[config.mk]
export PLATFORM = sky130hd
export DESIGN_NAME = mult_div_unit_flat
export DESIGN_NICKNAME = d
export VERILOG_FILES = /design/src/rtl/mult_div_unit_if.sv /design/src/rtl/mult_div_unit.sv /design/src/flat_wrapper.sv
export SDC_FILE = /design/constraint.sdc
export NUM_CORES = 1
export LEC_CHECK = 0
export ABC_AREA = 0
export CAP_MARGIN = 20
export CORE_AREA = 4 4 187 189
export DETAILED_ROUTE_END_ITERATION = 8
export DIE_AREA = 0 0 191 193
export PLACE_DENSITY = 0.66
export SETUP_SLACK_MARGIN = 0.2
export SLEW_MARGIN = 20
export SYNTH_ARGS = -nofsm -noshare
export SYNTH_HDL_FRONTEND = slang
export SYNTH_SLANG_ARGS = --single-unit
[constraint.sdc]
create_clock -name clk -period 7 [get_ports clk]
set_clock_uncertainty 0.05 [all_clocks]
set_input_delay 1.05 -clock clk [delete_from_list [all_inputs] [get_ports clk]]
set_output_delay 1.05 -clock clk [all_outputs]
set_load 0.01 [all_outputs]
[src/rtl/mult_div_unit_if.sv]
// mult_div_unit_if: request/response bundle between the control unit and the
// sequential multiply/divide unit.
//   start_mult, start_div : operation requests (level, sampled while idle)
//   a, b                  : operands (rs, rt)
//   busy, done, div_zero  : status back to the control unit
//   hi, lo                : result pair for the HI/LO register mux
interface mult_div_unit_if;
  logic        start_mult;
  logic        start_div;
  logic [31:0] a;
  logic [31:0] b;
  logic        busy;
  logic        done;
  logic        div_zero;
  logic [31:0] hi;
  logic [31:0] lo;

  modport master (
    output start_mult, start_div, a, b,
    input  busy, done, div_zero, hi, lo
  );

  modport slave (
    input  start_mult, start_div, a, b,
    output busy, done, div_zero, hi, lo
  );
endinterface

[src/rtl/mult_div_unit.sv]
// mult_div_unit: sequential signed 32x32 multiply / 32/32 divide.
// Works on operand magnitudes for 32 iterations (shift-add multiply or
// restoring divide), fixes up signs in one extra cycle, then pulses done.
// Ports:
//   clk    : clock, rising edge
//   reset  : asynchronous, active-high
//   bus    : mult_div_unit_if.slave (start_mult/start_div/a/b in,
//            busy/done/div_zero/hi/lo out)
// Build option:
//   MULTDIV_DIVZERO_EXC_EN : when defined, a divide with b==0 skips the
//   iteration, goes straight to DONE with div_zero set and leaves hi/lo
//   untouched. When undefined, div_zero is tied to 0 and a zero divisor runs
//   the normal divide.
module mult_div_unit (
  input  logic            clk,
  input  logic            reset,
  mult_div_unit_if.slave  bus
);

  typedef enum logic [2:0] {S_IDLE, S_MULT, S_DIV, S_FIX, S_DONE} state_t;

  state_t      state_q, state_d;
  logic [5:0]  cnt_q;
  logic [31:0] abs_a_q, abs_b_q;
  logic        sa_q, sb_q, is_div_q;
  logic [31:0] acc_hi_q;   // multiply: upper product / divide: remainder
  logic [31:0] acc_lo_q;   // multiply: multiplier    / divide: quotient
  logic [31:0] hi_q, lo_q;

  logic        accept;
  logic        div_trap;
  logic [31:0] a_abs, b_abs;
  logic [32:0] mul_sum;
  logic [32:0] div_sh;
  logic        div_ge;
  logic [31:0] div_rem;
  logic [63:0] prod, prod_neg;

  assign accept = (state_q == S_IDLE) && (bus.start_mult || bus.start_div);

`ifdef MULTDIV_DIVZERO_EXC_EN
  logic dz_q;
  assign div_trap = bus.start_div && !bus.start_mult && (bus.b == 32'd0);
`else
  assign div_trap = 1'b0;
`endif

  // 0x80000000 negates to itself, which is exactly its unsigned magnitude
  assign a_abs = bus.a[31] ? (~bus.a + 32'd1) : bus.a;
  assign b_abs = bus.b[31] ? (~bus.b + 32'd1) : bus.b;

  // 33-bit sum keeps the carry that becomes acc_hi[31] after the shift
  assign mul_sum = {1'b0, acc_hi_q} + (acc_lo_q[0] ? {1'b0, abs_a_q} : 33'd0);

  // Shifted partial remainder needs 33 bits for the compare; the remainder
  // after a restoring step is always < |b|, so 32 bits suffice to store it.
  assign div_sh  = {acc_hi_q, acc_lo_q[31]};
  assign div_ge  = div_sh >= {1'b0, abs_b_q};
  assign div_rem = div_ge ? (div_sh[31:0] - abs_b_q) : div_sh[31:0];

  assign prod     = {acc_hi_q, acc_lo_q};
  assign prod_neg = ~prod + 64'd1;

  // State register
  always_ff @(posedge clk or posedge reset) begin
    if (reset) state_q <= S_IDLE;
    else       state_q <= state_d;
  end

  // Next-state logic
  always_comb begin
    state_d = state_q;
    case (state_q)
      S_IDLE: begin
        if (bus.start_mult)     state_d = S_MULT;
        else if (bus.start_div) state_d = div_trap ? S_DONE : S_DIV;
      end
      S_MULT:  if (cnt_q == 6'd31) state_d = S_FIX;
      S_DIV:   if (cnt_q == 6'd31) state_d = S_FIX;
      S_FIX:   state_d = S_DONE;
      S_DONE:  state_d = S_IDLE;
      default: state_d = S_IDLE;
    endcase
  end

  // Outputs
  always_comb begin
    bus.busy     = (state_q == S_MULT) || (state_q == S_DIV) || (state_q == S_FIX);
    bus.done     = (state_q == S_DONE);
`ifdef MULTDIV_DIVZERO_EXC_EN
    bus.div_zero = (state_q == S_DONE) && dz_q;
`else
    bus.div_zero = 1'b0;
`endif
    bus.hi       = hi_q;
    bus.lo       = lo_q;
  end

  // Datapath
  always_ff @(posedge clk or posedge reset) begin
    if (reset) begin
      cnt_q    <= '0;
      abs_a_q  <= '0;
      abs_b_q  <= '0;
      sa_q     <= 1'b0;
      sb_q     <= 1'b0;
      is_div_q <= 1'b0;
      acc_hi_q <= '0;
      acc_lo_q <= '0;
      hi_q     <= '0;
      lo_q     <= '0;
    end else begin
      case (state_q)
        S_IDLE: if (accept) begin
          abs_a_q  <= a_abs;
          abs_b_q  <= b_abs;
          sa_q     <= bus.a[31];
          sb_q     <= bus.b[31];
          is_div_q <= !bus.start_mult;
          cnt_q    <= '0;
          acc_hi_q <= '0;
          acc_lo_q <= bus.start_mult ? b_abs : a_abs;
        end
        S_MULT: begin
          acc_hi_q <= mul_sum[32:1];
          acc_lo_q <= {mul_sum[0], acc_lo_q[31:1]};
          cnt_q    <= cnt_q + 6'd1;
        end
        S_DIV: begin
          acc_hi_q <= div_rem;
          acc_lo_q <= {acc_lo_q[30:0], div_ge};
          cnt_q    <= cnt_q + 6'd1;
        end
        S_FIX: begin
          if (!is_div_q) begin
            {hi_q, lo_q} <= (sa_q ^ sb_q) ? prod_neg : prod;
          end else begin
            lo_q <= (sa_q ^ sb_q) ? (~acc_lo_q + 32'd1) : acc_lo_q;
            hi_q <= sa_q ? (~acc_hi_q + 32'd1) : acc_hi_q;
          end
        end
        default: ;
      endcase
    end
  end

`ifdef MULTDIV_DIVZERO_EXC_EN
  // Trap flag is captured on every acceptance so a stale flag never leaks
  always_ff @(posedge clk or posedge reset) begin
    if (reset)       dz_q <= 1'b0;
    else if (accept) dz_q <= div_trap;
  end
`endif

endmodule

[src/flat_wrapper.sv]
// flat-port wrapper written by rule: the top's interface ports become plain ports
module mult_div_unit_flat 
  (clk, reset, bus_start_mult, bus_start_div, bus_a, bus_b, bus_busy, bus_done, bus_div_zero, bus_hi, bus_lo);
  mult_div_unit_if bus_i ();
  input  logic clk;
  input  logic reset;
  input wire logic [$bits(bus_i.start_mult)-1:0] bus_start_mult;
  input wire logic [$bits(bus_i.start_div)-1:0] bus_start_div;
  input wire logic [$bits(bus_i.a)-1:0] bus_a;
  input wire logic [$bits(bus_i.b)-1:0] bus_b;
  output wire logic [$bits(bus_i.busy)-1:0] bus_busy;
  output wire logic [$bits(bus_i.done)-1:0] bus_done;
  output wire logic [$bits(bus_i.div_zero)-1:0] bus_div_zero;
  output wire logic [$bits(bus_i.hi)-1:0] bus_hi;
  output wire logic [$bits(bus_i.lo)-1:0] bus_lo;
  assign bus_i.start_mult = bus_start_mult;
  assign bus_i.start_div = bus_start_div;
  assign bus_i.a = bus_a;
  assign bus_i.b = bus_b;
  assign bus_busy = bus_i.busy;
  assign bus_done = bus_i.done;
  assign bus_div_zero = bus_i.div_zero;
  assign bus_hi = bus_i.hi;
  assign bus_lo = bus_i.lo;
  mult_div_unit u_core (.clk(clk), .reset(reset), .bus(bus_i));
endmodule
==> flow_summary.yaml, run 1 <==
global_routing:
  grt_pass1_wl_um: 75100
  grt_usage_pct: 25.8
  grt_pass1_vias: 13200
  antenna_found_initial: 0
  grt_max_degree: 143
  overflow: 0
floorplanning:
  die_area_mm2: 0.0369
  die_h_um: 193
  start_util_pct: 44.6
  die_w_um: 191
  io_pins: 135
  core_area_mm2: 0.0333
  fp-row-count: 67
synthesis:
  yosys.area_share.simple_pct: 18.7
  synthAdderAreaFrac_pct: 6.08
  yosysWarningCount: 0
  ys_seq_area_share_pct: 34.4
  syn_area_mm2: 0.0149
  synth_top_area_share_pct: 34.4
  async_flop_share_pct: 100
  synthMuxAreaShare_pct: 2.44
  yosysTopAreaCell: "dfrtp_1"
  ys_seq_elements: 204
  yosys-top-cells-area: "dfrtp_1 (34%), o21ai_0 (7.6%), nand2_1 (7.1%)"
  synth_xor_xnor_area_share_pct: 10.6
  syn_area_per_cell_um2: 8.18
  synth_edf_count: 0
  synth_top_family_by_area: "compound AO/OA/AOI/OAI gates"
  synthDistinctLibCells: 76
  synthFlopType: "dfrtp_1"
  synth_compound_area_share_pct: 23.3
  synth_cells: 1816
  synth_fp_nets: 1955
drt:
  drt-initial-drc-count: 1210
  routed_wl_um: 48400
  viasPerCell: 5.86
  wl_per_cell_um: 20.6
  first_pass_iters: 6
  vias: 13800
  route.detailed.drc: 0
  ant_nets: 0
sta:
  slew-limit-headroom_pct: 25.0
  final.period_utilization_pct: 56.2
  finalSetupViolCount: 0
  rsz0062_at_grt: "no"
  tightestPinTransition_ns: 1.12
  tns_ns: 0
  finalCriticalPeriod_ns: 3.94
  fmaxAchievable_mhz: 254
  slew_viol_final: 0
  whs_ns: 0.423
  hold_viol_final: 0
clock_network:
  clk_pin_slew_worst_paths_ns: 0.06
  cts_resized: 0
  cts_buffer_depth: 3
  cts-buffers-inserted: 24
  clock-sinks: 204
  insertion_delay_ns: 0.53
  root_buffer: "clkbuf_16"
  htree_levels: 1
  ctsHoldBuffers: 0
  postCtsSetupRepairBufs: 0
  cts_tree: "yes"
placement:
  io_buffers: 133
  globalplace.congestion: 0.932
  dp_hpwl_um: 37000
run_status:
  status: "completed"
worst_setup_path:
  start_kind: "flip-flop"
  crit_type: "flip-flop to flip-flop"
  crit_path_end_kind: "flip-flop"
  cp.arrival_ns: 4.28
  crit_buf_inv: 1
  critPathRequiredTime_ns: 7.35
  path_cells: "buf_4 > and2_1 > ha_1 > and3_1 > o2111a_1 > a21bo_2 > a2111oi_0 > o31a_1 > a21boi_0 > xnor2_1 > a222oi_1 > o21ai_0"
  worstPathMaxFanout: 34
  slowest_stage: "a2111oi_0"
  cpLargestDelayFamily: "compound AO/OA/AOI/OAI gates"
  cp_slowest_stage_delay_ns: 0.73
power_and_ir_drop:
  irDropWorstVdd_v: 0.000437
  power_density_mw_per_mm2: 550
  totalPowerFinal_mw: 9.55
  power.leakage_nw: 7.52
final_layout:
  antenna_cells: 0
  drive_gt1_share_pct: 4.52
  fin_nets: 2025
  area_growth_pct: 16.9
min_path:
  hold_class: "flip-flop to flip-flop"
job:
  drv_cap: 0
## cells in the final DEF, fill, tap and decap left out, types with 14 or more instances in the layout
| cell type | netlist | layout |
|---|---|---|
| clkdlybuf4s50_1 | 0 | 133 |
| xnor2_1 | 83 | 82 |
| nor4_1 | 15 | 15 |
| o31ai_1 | 24 | 24 |
| ha_1 | 69 | 69 |
| nand3_1 | 35 | 35 |
| a21o_1 | 17 | 16 |
| a21oi_1 | 109 | 108 |
| nor3_1 | 26 | 24 |
| a22oi_1 | 23 | 23 |
| o21ai_0 | 226 | 226 |
| xor2_1 | 96 | 95 |
| dfrtp_1 | 204 | 204 |
| nor2_1 | 101 | 100 |
| or3_1 | 16 | 15 |
| o21a_1 | 15 | 15 |
| mux2i_1 | 34 | 34 |
| buf_4 | 1 | 14 |
| inv_1 | 70 | 69 |
| nand2_1 | 282 | 281 |
| and2_1 | 46 | 46 |
| a221o_1 | 17 | 17 |
| clkbuf_16 | 0 | 24 |
| a31oi_1 | 24 | 24 |
## synthesized netlist by cell type, drive strengths merged, types with 15 or more instances
cell type    n
nor2       101
xor2        96
inv         70
and2        46
clkbuf      94
or3         16
a21oi      109
o31ai       24
a221o       17
nor3        30
mux2i       34
nor4        17
nand3       35
ha          69
o21ai      229
dfrtp      204
a21o        17
a22oi       23
o21a        15
nand2      283
xnor2       83
a31oi       24
## state kept, by name, indices dropped and copies added (netlist names)
signal and flops:
u_core.is_div_q 1, u_core.bus.hi 32, u_core.sa_q 1, u_core.state_q 3, u_core.abs_a_q 32, u_core.bus.lo 32
u_core.acc_lo_q 32, u_core.sb_q 1, u_core.acc_hi_q 32, u_core.abs_b_q 32, u_core.cnt_q 6
## where the power goes
group          internal, mW  switching [mW]
combinational          2.35            3.48
clock                 0.794           0.507
sequential             1.77           0.654
total                  4.91            4.64
## layer usage
metal / routed length (µm) / track usage [%]
met5: 0 / 0
met4: 2030 / 9.36
met3: 3170 / 3.44
met2: 21000 / 39.9
met1: 22200 / 37.1
## layout make-up
type                    count  area, µm²
inverters                  70        270
flip-flops and latches    204       5100
well taps                 448        561
clock inverters             6       93.8
fillers                  3184      15900
repair buffers            149       1470
multi-input cells        1437       9130
clock buffers              35        732
## worst paths after layout
check,from,end,slack [ns],cells after the start
worst min-delay path,u_core.bus.hi[20],u_core.bus.hi[20],0.42,2
worst max register to register,u_core.acc_lo_q[0],u_core.acc_hi_q[29],3.06,12
min in group asynchronous,reset,u_core.bus.lo[0],0.85,2
worst min register to register,u_core.bus.hi[20],u_core.bus.hi[20],0.42,2
max in group asynchronous,reset,u_core.acc_hi_q[6],4.47,4
worst max-delay path,u_core.acc_lo_q[0],u_core.acc_hi_q[29],3.06,12
## cells by family (layout without fill, tap and decap cells)
family | after synthesis | in the layout
DFF | 204 | 204
adders and majority gates | 71 | 71
AOI/OAI and AO/OA | 557 | 557
other | 1 | 1
and+or+nand+nor | 593 | 593
buffers and inverters | 175 | 260
xor gates and xnor gates | 179 | 179
muxes | 36 | 36
## through the flow
step / instance area [µm²] / utilization [%] / instances / worst slack [ns]
floorplan: 14900 / - / 1816 / 0.333
global placement: 16500 / 49.5 / 2306 / 2.91
detailed placement: 16500 / 49.5 / 2306 / 2.83
CTS: 17300 / 52.0 / 2347 / 3.08
global route: 17400 / 52.2 / 2349 / 2.79
finish: 17400 / 52.2 / 2349 / 3.06
## tightest hold or removal path: cells and delay by family (launching register included)
family           cells  cell delay, ns
AO/OA/AOI/OAI        1            0.06
flip-flops           1            0.34
AND/OR/NAND/NOR      1            0.04
(Power assumes the default switching activity.)
==> run 2: changes to the inputs <==
- clock period: 7 -> 3.6 ns (I/O delays scaled with it)
==> flow_summary.yaml, run 2 (synthesis results as in run 1) <==
run_status:
  status: "completed"
worst_setup_path:
  start_kind: "flip-flop"
  cp.arrival_ns: 3.62
  crit_type: "flip-flop to flip-flop"
  crit_path_end_kind: "flip-flop"
  worstPathMaxFanout: 10
  critPathRequiredTime_ns: 3.93
drt:
  routed_wl_um: 50600
  first_pass_iters: 6
  viasPerCell: 5.87
  vias: 14300
  drt-initial-drc-count: 1160
  route.detailed.drc: 0
  ant_nets: 0
  wl_per_cell_um: 20.8
floorplanning:
  die_h_um: 193
  die_w_um: 191
  die_area_mm2: 0.0369
  io_pins: 135
  core_area_mm2: 0.0333
  fp-row-count: 67
  start_util_pct: 44.6
clock_network:
  cts_buffer_depth: 3
  clk_pin_slew_worst_paths_ns: 0.06
  root_buffer: "clkbuf_16"
  cts-buffers-inserted: 25
  cts_tree: "yes"
  clock-sinks: 204
  htree_levels: 1
  ctsHoldBuffers: 0
  insertion_delay_ns: 0.55
final_layout:
  area_growth_pct: 22.6
  final_common_cell: "nand2_1"
  n_fill_cell: 3156
  drive_gt1_share_pct: 9.56
  final_cell_mix: "nand2_1 (281), o21ai_0 (223), dfrtp_1 (204)"
  antenna_cells: 0
  fin_nets: 2113
  finish.utilization_pct: 54.7
sta:
  rsz0062_at_grt: "yes"
  slew_viol_final: 0
  finalSetupViolCount: 0
  final.period_utilization_pct: 91.2
  hold_viol_final: 0
  slew-limit-headroom_pct: 26.5
  fmaxAchievable_mhz: 304
  finalCriticalPeriod_ns: 3.28
  tightestPinTransition_ns: 1.10
global_routing:
  overflow: 0
  grt_pass1_vias: 13600
  grt_usage_pct: 27.0
  antenna_found_initial: 0
  grt_max_degree: 93
  grt_pass1_wl_um: 78200
power_and_ir_drop:
  power.leakage_nw: 7.97
  irDropWorstVdd_v: 0.000514
  totalPowerFinal_mw: 19.6
  power_density_mw_per_mm2: 1080
min_path:
  hold_class: "flip-flop to flip-flop"
placement:
  globalplace.congestion: 0.962
  dp_hpwl_um: 39500
  io_buffers: 133
job:
  drv_cap: 0
## run 2: changes by cell type in the layout (fill, tap and decap cells not counted), sizes merged
| cell | change |
|---|---|
| buf | +89 |
| clkdlybuf4s50 | -1 |
| clkbuf | -4 |
| bufinv | +2 |
| clkinvlp | +1 |
## run 2: critical path, cell delays in order (launching register included)
cell,delay (ns)
dfrtp_1,0.36
inv_1,0.09
ha_2,0.39
and3_1,0.20
nand2_1,0.09
or4_1,0.52
o211ai_1,0.24
buf_4,0.16
a311oi_2,0.05
nor2_2,0.22
buf_6,0.18
mux2_2,0.34
nand2_1,0.09
o311ai_0,0.14
## run 2: path summary, 6_finish.rpt
path,startpoint,endpoint,slack [ns],cells after the start
setup / recovery,u_core.abs_b_q[14],u_core.acc_hi_q[4],0.32,13
hold / removal,u_core.bus.hi[18],u_core.bus.hi[18],0.42,2
setup reg to reg,u_core.abs_b_q[14],u_core.acc_hi_q[4],0.32,13
hold reg to reg,u_core.bus.hi[18],u_core.bus.hi[18],0.42,2
max in group asynchronous,reset,u_core.bus.lo[11],2.19,3
min in group asynchronous,reset,u_core.cnt_q[5],0.45,2
## run 2: per-stage QoR
step | cells | setup TNS, ns | worst slack [ns] | hold slack [ns] | instance area [µm²]
floorplan | 1816 | 0 | 0.205 | 0.392 | 14900
global placement | 2388 | -0.157 | -0.0668 | 0.407 | 17200
CTS | 2429 | 0 | 0.215 | 0.429 | 18000
global route | 2436 | 0 | 0.168 | 0.449 | 18200
detailed placement | 2388 | -0.218 | -0.110 | 0.417 | 17200
finish | 2436 | 0 | 0.316 | 0.423 | 18200
## run 2: repair_timing
action / 4_1_cts / 5_1_grt
pin swaps: 0 / 7
setup endpoints to repair: 21 / 15
buffers inserted: 0 / 7
gates resized for setup: 3 / 28
## run 2: metal layers
layer	share of wire [%]	vias up	track usage [%]
met5	0	-	0
met4	3.3	0	8.73
met3	7.3	95	3.78
met2	45	589	43.4
li1	-	6787	-
met1	44	6820	37.9
## run 2: power by group
part	switching (mW)	leakage [nW]	internal [mW]
combinational	7.34	5.04	5.25
sequential	1.01	2.53	3.44
clock	1.02	0.401	1.58
## run 2: final cells by class
| type | count | area [µm²] | area share, % |
|---|---|---|---|
| Tap cell | 448 | 561 | 3.08 |
| Timing Repair Buffer | 236 | 2170 | 11.9 |
| Sequential cell | 204 | 5100 | 28.0 |
| Multi-Input combinational cell | 1437 | 9280 | 51.0 |
| Clock inverter | 9 | 163 | 0.893 |
| Clock buffer | 32 | 662 | 3.64 |
| Inverter | 70 | 267 | 1.46 |
==> run 3: changes to the inputs <==
- CTS_CLUSTER_SIZE: unset -> 16
- RECOVER_POWER: unset -> 25
==> flow_summary.yaml, run 3 (synthesis results as in run 1) <==
run_status:
  status: "finished, violations left"
  failed_checks: "max-capacitance violations, max-slew violations"
final_layout:
  stdcell_count: 2436
  fin_nets: 2113
  final_cell_mix: "nand2_1 (281), o21ai_0 (223), dfrtp_1 (204)"
  area_growth_pct: 22.4
  final_area_mm2: 0.0182
  antenna_cells: 0
  final_common_cell: "nand2_1"
  n_fill_cell: 3156
  drive_gt1_share_pct: 9.51
worst_setup_path:
  start_kind: "flip-flop"
  cp_slowest_stage_delay_ns: 0.52
  crit_top_cell: "nand2_1"
  slowest_stage: "or4_1"
  cp.arrival_ns: 3.62
  crit_path_end_kind: "flip-flop"
  critPathRequiredTime_ns: 3.93
  path_cells: "inv_1 > ha_2 > and3_1 > nand2_1 > or4_1 > o211ai_1 > buf_4 > a311oi_2 > nor2_2 > buf_6 > mux2_2 > nand2_1 > o311ai_0"
  crit_type: "flip-flop to flip-flop"
  worstPathMaxFanout: 10
placement:
  dp_cells: 2388
  globalplace.congestion: 0.962
  dp_hpwl_um: 39500
  place_area_mm2: 0.0172
  io_buffers: 133
global_routing:
  overflow: 0
  antenna_found_initial: 0
  grt_pass1_wl_um: 78200
  grt_max_degree: 93
  grt_usage_pct: 27.0
  grt_pass1_vias: 13600
drt:
  route.detailed.drc: 0
  wl_per_cell_um: 20.8
  first_pass_iters: 6
  vias: 14300
  routed_wl_um: 50600
  ant_nets: 0
  drt-initial-drc-count: 1165
  viasPerCell: 5.87
floorplanning:
  core_area_mm2: 0.0333
  fp-row-count: 67
  io_pins: 135
  start_util_pct: 44.6
  die_area_mm2: 0.0369
  die_w_um: 191
  die_h_um: 193
clock_network:
  clock-sinks: 204
  cts-buffers-inserted: 25
  cts_buffer_depth: 3
  root_buffer: "clkbuf_16"
  insertion_delay_ns: 0.55
  htree_levels: 1
  cts_tree: "yes"
  clk_pin_slew_worst_paths_ns: 0.06
power_and_ir_drop:
  power_density_mw_per_mm2: 1080
  power.leakage_nw: 7.96
  totalPowerFinal_mw: 19.6
  irDropWorstVdd_v: 0.000514
sta:
  whs_ns: 0.423
  tightestPinTransition_ns: 1.64
  slew-limit-headroom_pct: -9.81
  hold_viol_final: 0
  fmaxAchievable_mhz: 304
  slew_viol_final: 31
  final.period_utilization_pct: 91.3
  finalSetupViolCount: 0
  rsz0062_at_grt: "yes"
  finalCriticalPeriod_ns: 3.29
job:
  drv_cap: 1
min_path:
  hold_class: "flip-flop to flip-flop"
-- run 3: changes by cell type in the layout (fill, tap and decap cells not counted) --
| cell | before | now |
|---|---|---|
| buf_12 | 5 | 4 |
| buf_4 | 97 | 96 |
| clkbuf_1 | 6 | 7 |
| clkbuf_2 | 0 | 1 |
| clkdlybuf4s50_1 | 132 | 131 |
| clkinvlp_2 | 0 | 1 |
| clkinvlp_4 | 2 | 1 |
| dlygate4sd3_1 | 0 | 1 |
-- run 3: routing by layer --
| layer | share of wire [%] | global-route usage [%] |
|---|---|---|
| met5 | 0 | 0 |
| met4 | 3.4 | 8.73 |
| met3 | 7.5 | 3.78 |
| met2 | 45 | 43.4 |
| met1 | 44 | 37.9 |
-- run 3: worst paths after layout --
path | startpoint | to | slack (ns) | cells after the start
max in group asynchronous | reset | u_core.abs_b_q[25] | 0.87 | 3
setup / recovery | u_core.abs_b_q[14] | u_core.acc_hi_q[4] | 0.31 | 13
setup reg to reg | u_core.abs_b_q[14] | u_core.acc_hi_q[4] | 0.31 | 13
min in group asynchronous | reset | u_core.cnt_q[5] | 0.80 | 2
hold / removal | u_core.bus.hi[18] | u_core.bus.hi[18] | 0.42 | 2
hold reg to reg | u_core.bus.hi[18] | u_core.bus.hi[18] | 0.42 | 2
-- run 3: timing repair --
item,4_1_cts,5_1_grt
pin swaps,0,7
resized for setup,3,28
hold buffers,0,0
buffers inserted,0,7
endpoints found under the setup margin,21,15
-- run 3: stage by stage --
step / worst slack (ns) / TNS [ns] / util (%)
detailed placement: -0.110 / -0.218 / 51.6
finish: 0.314 / 0 / 54.6
global placement: -0.0668 / -0.157 / 51.6
floorplan: 0.205 / 0 / -
CTS: 0.215 / 0 / 54.1
global route: 0.168 / 0 / 54.6
-- run 3: worst max-delay path, delay by kind of cell (launching register included) --
family / cells / cell delay, ns
buffers and inverters: 3 / 0.43
flip-flops: 1 / 0.36
adder cells (fa/ha/maj): 1 / 0.39
AND/OR/NAND/NOR: 5 / 1.12
AO/OA/AOI/OAI: 3 / 0.43
multiplexers: 1 / 0.34
-- run 3: area by class of cell --
class	count	area (µm²)	area share (%)
clock buffers	32	662	3.64
clock inverters	9	163	0.895
inverters	70	264	1.45
multi-input cells	1437	9280	51.0
flip-flops and latches	204	5100	28.1
well taps	448	561	3.08
repair buffers	236	2150	11.8
-- run 3: power by group --
group | switching [mW] | leakage [nW] | internal, mW | total [mW]
Clock | 1.02 | 0.401 | 1.58 | 2.60
Sequential | 1.01 | 2.53 | 3.44 | 4.45
Combinational | 7.33 | 5.03 | 5.25 | 12.6
Total | 9.36 | 7.96 | 10.3 | 19.6
